**src/rtl/mcc_pkg.sv**
```systemverilog
// Shared encodings for the multicycle MIPS control FSM: state codes, ALUOp codes, Op/Funct values.
package mcc_pkg;

    typedef enum logic [3:0] {
        S_FETCH  = 4'd0,
        S_DECODE = 4'd1,
        S_MEMADR = 4'd2,
        S_MEMRD  = 4'd3,
        S_MEMWB  = 4'd4,
        S_MEMWR  = 4'd5,
        S_EXECR  = 4'd6,
        S_EXECI  = 4'd7,
        S_ALUWB  = 4'd8,
        S_BRANCH = 4'd9,
        S_JUMP   = 4'd10
    } state_t;

    localparam logic [3:0] ALU_AND = 4'b0000;
    localparam logic [3:0] ALU_OR  = 4'b0001;
    localparam logic [3:0] ALU_ADD = 4'b0010;
    localparam logic [3:0] ALU_XOR = 4'b0011;
    localparam logic [3:0] ALU_SLL = 4'b0100;
    localparam logic [3:0] ALU_SRL = 4'b0101;
    localparam logic [3:0] ALU_SUB = 4'b0110;
    localparam logic [3:0] ALU_SLT = 4'b0111;
    localparam logic [3:0] ALU_LUI = 4'b1000;
    localparam logic [3:0] ALU_SRA = 4'b1001;
    localparam logic [3:0] ALU_NOR = 4'b1100;

    localparam logic [5:0] OP_RTYPE = 6'h00;
    localparam logic [5:0] OP_J     = 6'h02;
    localparam logic [5:0] OP_BEQ   = 6'h04;
    localparam logic [5:0] OP_BNE   = 6'h05;
    localparam logic [5:0] OP_ADDI  = 6'h08;
    localparam logic [5:0] OP_ADDIU = 6'h09;
    localparam logic [5:0] OP_SLTI  = 6'h0A;
    localparam logic [5:0] OP_ANDI  = 6'h0C;
    localparam logic [5:0] OP_ORI   = 6'h0D;
    localparam logic [5:0] OP_XORI  = 6'h0E;
    localparam logic [5:0] OP_LUI   = 6'h0F;
    localparam logic [5:0] OP_LW    = 6'h23;
    localparam logic [5:0] OP_SW    = 6'h2B;

    localparam logic [5:0] FN_SLL  = 6'h00;
    localparam logic [5:0] FN_SRL  = 6'h02;
    localparam logic [5:0] FN_SRA  = 6'h03;
    localparam logic [5:0] FN_ADD  = 6'h20;
    localparam logic [5:0] FN_ADDU = 6'h21;
    localparam logic [5:0] FN_SUB  = 6'h22;
    localparam logic [5:0] FN_SUBU = 6'h23;
    localparam logic [5:0] FN_AND  = 6'h24;
    localparam logic [5:0] FN_OR   = 6'h25;
    localparam logic [5:0] FN_XOR  = 6'h26;
    localparam logic [5:0] FN_NOR  = 6'h27;
    localparam logic [5:0] FN_SLT  = 6'h2A;

endpackage

```
**src/rtl/mcc_alu_decoder.sv**
```systemverilog
// Combinational ALUOp selection from state, Op and Funct, plus shift and Funct-legality flags.
module mcc_alu_decoder
    import mcc_pkg::*;
(
    input  state_t     state,
    input  logic [5:0] op,
    input  logic [5:0] funct,
    output logic [3:0] alu_op,
    output logic       shift_sel,
    output logic       funct_valid
);

    logic [3:0] funct_alu;
    logic [3:0] op_alu;

    always_comb begin
        funct_alu   = ALU_ADD;
        funct_valid = 1'b1;
        shift_sel   = 1'b0;
        case (funct)
            FN_ADD, FN_ADDU: funct_alu = ALU_ADD;
            FN_SUB, FN_SUBU: funct_alu = ALU_SUB;
            FN_AND:          funct_alu = ALU_AND;
            FN_OR:           funct_alu = ALU_OR;
            FN_XOR:          funct_alu = ALU_XOR;
            FN_NOR:          funct_alu = ALU_NOR;
            FN_SLT:          funct_alu = ALU_SLT;
            FN_SLL: begin funct_alu = ALU_SLL; shift_sel = 1'b1; end
            FN_SRL: begin funct_alu = ALU_SRL; shift_sel = 1'b1; end
            FN_SRA: begin funct_alu = ALU_SRA; shift_sel = 1'b1; end
            default:         funct_valid = 1'b0;
        endcase
    end

    always_comb begin
        op_alu = ALU_ADD;
        case (op)
            OP_ANDI: op_alu = ALU_AND;
            OP_ORI:  op_alu = ALU_OR;
            OP_XORI: op_alu = ALU_XOR;
            OP_SLTI: op_alu = ALU_SLT;
            OP_LUI:  op_alu = ALU_LUI;
            default: op_alu = ALU_ADD;
        endcase
    end

    always_comb begin
        case (state)
            S_EXECR:  alu_op = funct_alu;
            S_EXECI:  alu_op = op_alu;
            S_BRANCH: alu_op = ALU_SUB;
            default:  alu_op = ALU_ADD;
        endcase
    end

endmodule

```
**src/rtl/mcc_control.sv**
```systemverilog
// Multicycle MIPS control FSM: registered state, combinational control decode.
// Optional build macro MCC_BNE_EN enables bne (Op 0x05); otherwise it decodes as illegal.
module mcc_control
    import mcc_pkg::*;
(
    input  logic       clk,
    input  logic       rst,
    input  logic [5:0] Op,
    input  logic [5:0] Funct,
    input  logic       Zero,
    output logic       PCEn,
    output logic       IorD,
    output logic       MemWrite,
    output logic       IRWrite,
    output logic       RegDst,
    output logic       MemtoReg,
    output logic       RegWrite,
    output logic       ExtZero,
    output logic [1:0] ALUSrcA,
    output logic [1:0] ALUSrcB,
    output logic [1:0] PCSrc,
    output logic [3:0] ALUOp,
    output logic       Illegal
);

    state_t state;
    state_t state_next;
    logic   shift_sel;
    logic   funct_valid;
    logic   bne_en;
    logic   dec_illegal;

`ifdef MCC_BNE_EN
    assign bne_en = 1'b1;
`else
    assign bne_en = 1'b0;
`endif

    mcc_alu_decoder u_alu_decoder (
        .state       (state),
        .op          (Op),
        .funct       (Funct),
        .alu_op      (ALUOp),
        .shift_sel   (shift_sel),
        .funct_valid (funct_valid)
    );

    always_ff @(posedge clk or posedge rst) begin
        if (rst) state <= S_FETCH;
        else     state <= state_next;
    end

    always_comb begin
        state_next  = S_FETCH;
        dec_illegal = 1'b0;
        case (state)
            S_FETCH: state_next = S_DECODE;
            S_DECODE: begin
                case (Op)
                    OP_LW, OP_SW: state_next = S_MEMADR;
                    OP_RTYPE: begin
                        state_next  = funct_valid ? S_EXECR : S_FETCH;
                        dec_illegal = ~funct_valid;
                    end
                    OP_ADDI, OP_ADDIU, OP_ANDI, OP_ORI, OP_XORI, OP_SLTI, OP_LUI:
                        state_next = S_EXECI;
                    OP_BEQ: state_next = S_BRANCH;
                    OP_BNE: begin
                        state_next  = bne_en ? S_BRANCH : S_FETCH;
                        dec_illegal = ~bne_en;
                    end
                    OP_J:   state_next = S_JUMP;
                    default: dec_illegal = 1'b1;
                endcase
            end
            S_MEMADR: state_next = (Op == OP_SW) ? S_MEMWR : S_MEMRD;
            S_MEMRD:  state_next = S_MEMWB;
            S_EXECR:  state_next = S_ALUWB;
            S_EXECI:  state_next = S_ALUWB;
            default:  state_next = S_FETCH;
        endcase
    end

    always_comb begin
        PCEn     = 1'b0;
        IorD     = 1'b0;
        MemWrite = 1'b0;
        IRWrite  = 1'b0;
        RegDst   = 1'b0;
        MemtoReg = 1'b0;
        RegWrite = 1'b0;
        ExtZero  = 1'b0;
        ALUSrcA  = 2'b00;
        ALUSrcB  = 2'b00;
        PCSrc    = 2'b00;
        Illegal  = 1'b0;
        case (state)
            S_FETCH: begin
                IRWrite = 1'b1;
                ALUSrcB = 2'b01;
                PCEn    = 1'b1;
            end
            S_DECODE: begin
                ALUSrcB = 2'b11;
                Illegal = dec_illegal;
            end
            S_MEMADR: begin
                ALUSrcA = 2'b01;
                ALUSrcB = 2'b10;
            end
            S_MEMRD: IorD = 1'b1;
            S_MEMWB: begin
                MemtoReg = 1'b1;
                RegWrite = 1'b1;
            end
            S_MEMWR: begin
                IorD     = 1'b1;
                MemWrite = 1'b1;
            end
            S_EXECR: ALUSrcA = shift_sel ? 2'b10 : 2'b01;
            S_EXECI: begin
                ALUSrcA = 2'b01;
                ALUSrcB = 2'b10;
                ExtZero = (Op == OP_ANDI) || (Op == OP_ORI) || (Op == OP_XORI);
            end
            S_ALUWB: begin
                RegWrite = 1'b1;
                RegDst   = (Op == OP_RTYPE);
            end
            S_BRANCH: begin
                ALUSrcA = 2'b01;
                PCSrc   = 2'b01;
                // Zero feeds PCEn combinationally so the branch resolves in this same cycle
                PCEn    = (Op == OP_BNE) ? ~Zero : Zero;
            end
            S_JUMP: begin
                PCSrc = 2'b10;
                PCEn  = 1'b1;
            end
            default: ;
        endcase
        // Writes are suppressed during reset; selects keep their FETCH values
        if (rst) begin
            PCEn     = 1'b0;
            IRWrite  = 1'b0;
            MemWrite = 1'b0;
            RegWrite = 1'b0;
            Illegal  = 1'b0;
        end
    end

endmodule
```
**config.mk**
```make
export PLATFORM = sky130hd
export DESIGN_NAME = mcc_control
export DESIGN_NICKNAME = d
export VERILOG_FILES = /design/src/rtl/mcc_pkg.sv /design/src/rtl/mcc_alu_decoder.sv /design/src/rtl/mcc_control.sv
export SDC_FILE = /design/constraint.sdc
export NUM_CORES = 1
export LEC_CHECK = 0
export CORE_ASPECT_RATIO = 1.1
export CORE_MARGIN = 4
export CORE_UTILIZATION = 38
export DETAILED_ROUTE_END_ITERATION = 8
export GPL_ROUTABILITY_DRIVEN = 0
export PLACE_DENSITY = 0.76
export SLEW_MARGIN = 20
export SYNTH_ARGS = -nofsm -noshare
export SYNTH_HDL_FRONTEND = slang
export SYNTH_SLANG_ARGS = --single-unit
export TNS_END_PERCENT = 100
```
**constraint.sdc**
```tcl
create_clock -name clk -period 1.83 [get_ports clk]
set_input_delay 0.183 -clock clk [delete_from_list [all_inputs] [get_ports clk]]
set_output_delay 0.183 -clock clk [all_outputs]
set_load 0.02 [all_outputs]
```
Word level (Yosys, flattened, before mapping)
Cells that the tools add are included.
- eq/ne operators: 33
- bitwise gates (word level): 2
- reduce and logical (&&, ||, !) cells: 17
- muxes and demuxes: 29
- operators by type and width (kind ; number):
    == test 6 bit, second input constant ; 11
    one-hot mux 4 bit (5 select lines) ; 3
    == test 6 x 4 -> 1 bit, second input constant ; 7
    one-hot mux 4 bit (9 select lines) ; 1
    == test 6 x 2 -> 1 bit, second input constant ; 3
    == test 4 x 3 -> 1 bit, second input constant ; 4
    2-to-1 mux 1 bit ; 16
    OR reduction 2 bit ; 7
    == test 4 bit, second input constant ; 3
    == test 6 x 3 -> 1 bit, second input constant ; 2
    logical NOT 6 bit ; 2
    one-hot mux 4 bit (3 select lines) ; 1
    OR reduction 12 bit ; 1
    OR reduction 11 bit ; 1
    == test 4 x 2 -> 1 bit, second input constant ; 2
    one-hot mux 2 bit (2 select lines) ; 2
    OR reduction 7 bit ; 1
    2-to-1 mux 3 bit ; 2
    one-hot mux 2 bit (3 select lines) ; 1
    OR reduction 3 bit ; 2
    == test 4 x 1 -> 1 bit, second input constant ; 1
    logical NOT 4 bit ; 1
    one-hot mux 1 bit (2 select lines) ; 2
    logical OR 1 bit ; 2
    2 further kinds ; 3
- bits in registers: 4

Longest topological paths before layout
- depth after elaboration: 7
- mapped depth: 5
- mapped depth without buffers: 4

Modules after synthesis
Synthesis repeated with hierarchy kept, for this count alone.
- cell total of the unflattened synthesis: 116
- area, all modules: 873.3 um^2
- modules (own cells, without submodules) (module ; sequential area each (um^2) ; instances ; cells an instance ; area each (um^2)):
    mcc_control ; 100.1 ; 1 ; 79 ; 600.6
    mcc_alu_decoder ; 0.0 ; 1 ; 37 ; 272.8

Worst setup path after synthesis
Ideal clock, no wire load.
- path kind: reg-to-output
- start: register state[2]
- end: output RegWrite
- data required time: 1.647 ns
- slack: -0.306 ns
- arrival time: 1.953 ns
- buffers on the path: 1
- cell stages (with the launch flop): 4
- path through: dfrtp_1 -> buf_1 -> nand2b_1 -> a2111oi_0
- word-level cells in the longest chain between the ends: 4
- RTL lines (item ; RTL line ; text):
    start, declared ; mcc_control.sv:26 ; state_t state;
    start signal, assigned ; mcc_control.sv:50 ; else state <= state_next;
    == test 4 bit / == test 4 x 3 -> 1 bit (equally long branches) ; mcc_control.sv:97 ; case (state)
    OR reduction 2 bit (no source line) (*) ; n/a ;
    2-to-1 mux 1 bit (*) ; mcc_control.sv:97 ;
    2-to-1 mux 1 bit (*) ; mcc_control.sv:143 ; if (rst) begin
    end, declared ; mcc_control.sv:17 ; output logic RegWrite,
Every way passes the cells marked *; elsewhere a longest branch is shown, timed or not.

Worst setup path after layout
- start: register state[1]
- end: output Illegal
- word-level cells in the longest chain between the ends: 3
- RTL lines (item ; RTL line ; text):
    == test 4 x 1 -> 1 bit ; mcc_control.sv:56, mcc_control.sv:97 ;
    2-to-1 mux 1 bit ; mcc_control.sv:97 ;
    2-to-1 mux 1 bit ; mcc_control.sv:143 ;
    end, declared ; mcc_control.sv:23 ; output logic Illegal
No other way between the ends.

==> results.py <==
metrics = {
    "finish": {
        "reg.largest.list": "state (4)",
        "nets": 207,
        "fill_cells": 136,
        "drive_gt1_frac": 0.500,
        "area_delta_synth_final_pct": 106,
        "diodes": 0,
        "largest_reg_flops": 4,
        "final_cell_count_no_fill": 218,
        "regMostFlops": "state",
    },
    "timing": {
        "slew_headroom": 0.789,
        "timing.hold.ws_ps": 352,
        "final-hold-violation-count": 0,
        "rsz0062_at_grt": "yes",
        "skew_ps": 2.70,
        "tightest_slew_ps": 315,
        "min_period_over_period": 1.06,
        "max_freq_mhz": 517,
        "finalSetupViolCount": 9,
        "fin_crit_ps": 1930,
        "layout_setup_ws_ps": -103,
        "drv_slew": 0,
    },
    "route": {
        "vias": 1260,
        "drtIter0Drc": 46,
        "dr.pass1.iters": 5,
        "ant_nets": 0,
        "detail_route.wl_per_cell_um": 17.1,
        "via_per_inst": 5.78,
        "drt_wl_total_mm": 3.74,
        "drc": 0,
    },
    "global_routing": {
        "antenna_found_initial": 0,
        "grt_max_degree": 12,
        "grt.overflow.total": 0,
        "grt_usage": 0.242,
        "grt_pass1_vias": 1227,
        "grt_pass1_wl_mm": 5.46,
    },
    "synthesis": {
        "synth_area_per_cell_um2": 6.74,
        "synth.area.top_cells": "dfrtp_1, xnor2_1, a21oi_1, nand2b_1, nor3_1",
        "async_flop_share": 1.00,
        "synthDistinctLibCells": 41,
        "synthTopCellsByCount": "nor2_1, a21oi_1, clkbuf_1",
        "synth.most_common_cell": "nor2_1",
        "ys_ff_latch": 4,
        "synth_cells": 117,
        "ys.flop_type": "dfrtp_1",
        "yosysSeqAreaShare": 0.127,
        "synth_top_area_frac": 0.127,
        "syn-cell-area_um2": 788,
        "yosysTopAreaCell": "dfrtp_1",
        "syn_nets": 132,
        "yosysWarningCount": 0,
        "synth_edf_count": 0,
    },
    "placement": {
        "dp.cells": 210,
        "port_buffers": 33,
        "hpwl_mm": 2.42,
    },
    "power_and_ir_drop": {
        "vdd_drop_max_mv": 0.592,
        "finalPower_uw": 1450,
        "power-per-cell-area_nw_per_um2": 898,
        "seq_power_share": 0.100,
        "clockPowerShare": 0.077,
        "p_comb_frac": 0.823,
        "p_int_uw": 780,
        "p_leak_uw": 0.000714,
        "p_sw_uw": 674,
        "p_sw_frac": 0.464,
    },
    "floorplanning": {
        "die_x_um": 51.4,
        "ios": 34,
        "dieHeight_um": 55.8,
        "rows": 17,
        "start_util": 0.394,
        "design.die.area_um2": 2870,
        "core_area_um2": 2000,
    },
    "setup_path": {
        "worst-setup-path-type": "reg2out",
        "reg2reg_from": "state[1]",
        "critPathSlowestCell": "or4b_4",
        "endpoint_kind": "primary output",
        "cp-startpoint": "state[1]",
        "cp_num_buf_inv": 1,
        "cp_max_fo": 2,
        "cp-start-kind": "flop",
        "critPathMaxStageDelay_ps": 560,
        "critPathArrivalTime_ps": 1750,
        "r2r_slack_ps": -50,
        "r2r_end": "state[1]",
        "worst_r2r_path_depth": 5,
        "path_delay_family": "simple AND/OR/NAND/NOR gates",
        "path_cells": "or4b_4 -> a311oi_2 -> o311a_1 -> buf_6",
        "cp.required_ps": 1650,
    },
    "clock_network": {
        "ctsLongestPathBuffers": 2,
        "htree_levels": 1,
        "numClockSinks": 4,
        "ctsHoldBuffers": 0,
        "cts_buffers": 3,
        "clk_latency_ps": 240,
        "cts_tree": "yes",
        "cts-root-buf": "clkbuf_4",
        "path_clk_slew_ps": 40,
    },
    "outcome": {
        "violations": "negative setup slack",
        "status": "complete, but fails checks",
    },
    "hold_path": {
        "hold_path_class": "in2async",
    },
    "run": {
        "maxCapViolCount": 0,
    },
}
how the worst max path moves through the flow:
stage,end,cells past startpoint
final,Illegal,4
after global routing,ALUOp[2],7
after CTS,PCEn,7
after detailed placement,Illegal,7
after global placement,RegDst,5
after floorplan,RegWrite,3
routing by layer:
layer	wire length, um	global-route usage	part of all wire
met3	186	0.0214	0.050
met1	1430	0.289	0.38
met4	142	0.0936	0.038
met5	0	0	0
met2	1970	0.431	0.53
repair_timing:
action / 4_1_cts / 5_1_grt
hold endpoints to repair: 0 / 0
gates resized for setup: 108 / 26
endpoints found under the setup margin: 20 / 17
buffers inserted: 2 / 4
pin swaps: 11 / 3
logic make-up (layout without fill, tap and decap cells):
logic type               count (synthesis)  count (layout)  synth area share
AO/OA/AOI/OAI                           32              32             0.279
adder cells (fa/ha/maj)                  1               1            0.0127
XOR/XNOR                                 8               8            0.0889
AND/OR/NAND/NOR                         57              57             0.421
flip-flops                               4               4             0.127
buffers and inverters                   15              88            0.0714
per-stage QoR:
stage	area [um^2]	setup TNS, ps	utilization	worst slack, ps
finish	1620	-441	0.810	-103
detailed placement	1450	-6390	0.725	-680
CTS	1520	-519	0.760	-103
global placement	1450	-6140	0.725	-632
global route	1620	-1090	0.810	-142
floorplan	802	-56.2	-	-56.2
power by group through the flow:
stage	Clock (uW)	Sequential, uW	Combinational [uW]
finish	112	145	1200
global route	117	146	1270
CTS	110	138	1040
detailed placement	0	140	986
global placement	0	138	975
floorplan	0	138	495
placed cells by master (no fill, tap or decap), types with 2 or more instances in the layout:
master,netlist,final
o211ai_1,2,2
a21oi_1,10,9
o21ai_1,1,2
nor3_4,0,2
nand2_1,4,4
dlymetal6s2s_1,0,3
buf_6,0,9
dlygate4sd2_1,0,5
clkdlybuf4s15_1,0,2
nor3_1,9,6
clkbuf_4,0,3
or4_4,0,2
nand2b_4,0,3
dfrtp_1,4,4
o21ai_0,3,2
nor4_2,0,2
clkbuf_2,0,2
inv_1,4,4
clkdlybuf4s50_1,0,4
buf_4,0,46
o31ai_1,3,2
nand3_1,4,3
nor3b_1,2,2
nor2_1,12,12
buf_2,0,9
xnor2_1,7,7
o221ai_2,0,2
nand4b_1,2,2
nand2b_1,8,5
nor2b_1,3,2
nor4b_2,0,2
tightest hold or removal path: cells and delay by family:
| kind | cells | cell delay [ps] |
|---|---|---|
| buf+inv | 3 | 760 |
area by class of cell:
cell class / count / area (um^2) / share of cell area
tap: 28 / 35.0 / 0.0216
multi-input combinational: 98 / 793 / 0.490
inverter: 4 / 15.0 / 0.00927
sequential: 4 / 100 / 0.0618
timing repair buffer: 81 / 654 / 0.404
clock buffer: 3 / 22.5 / 0.0139
No activity file was read; power rests on OpenSTA's default activity.
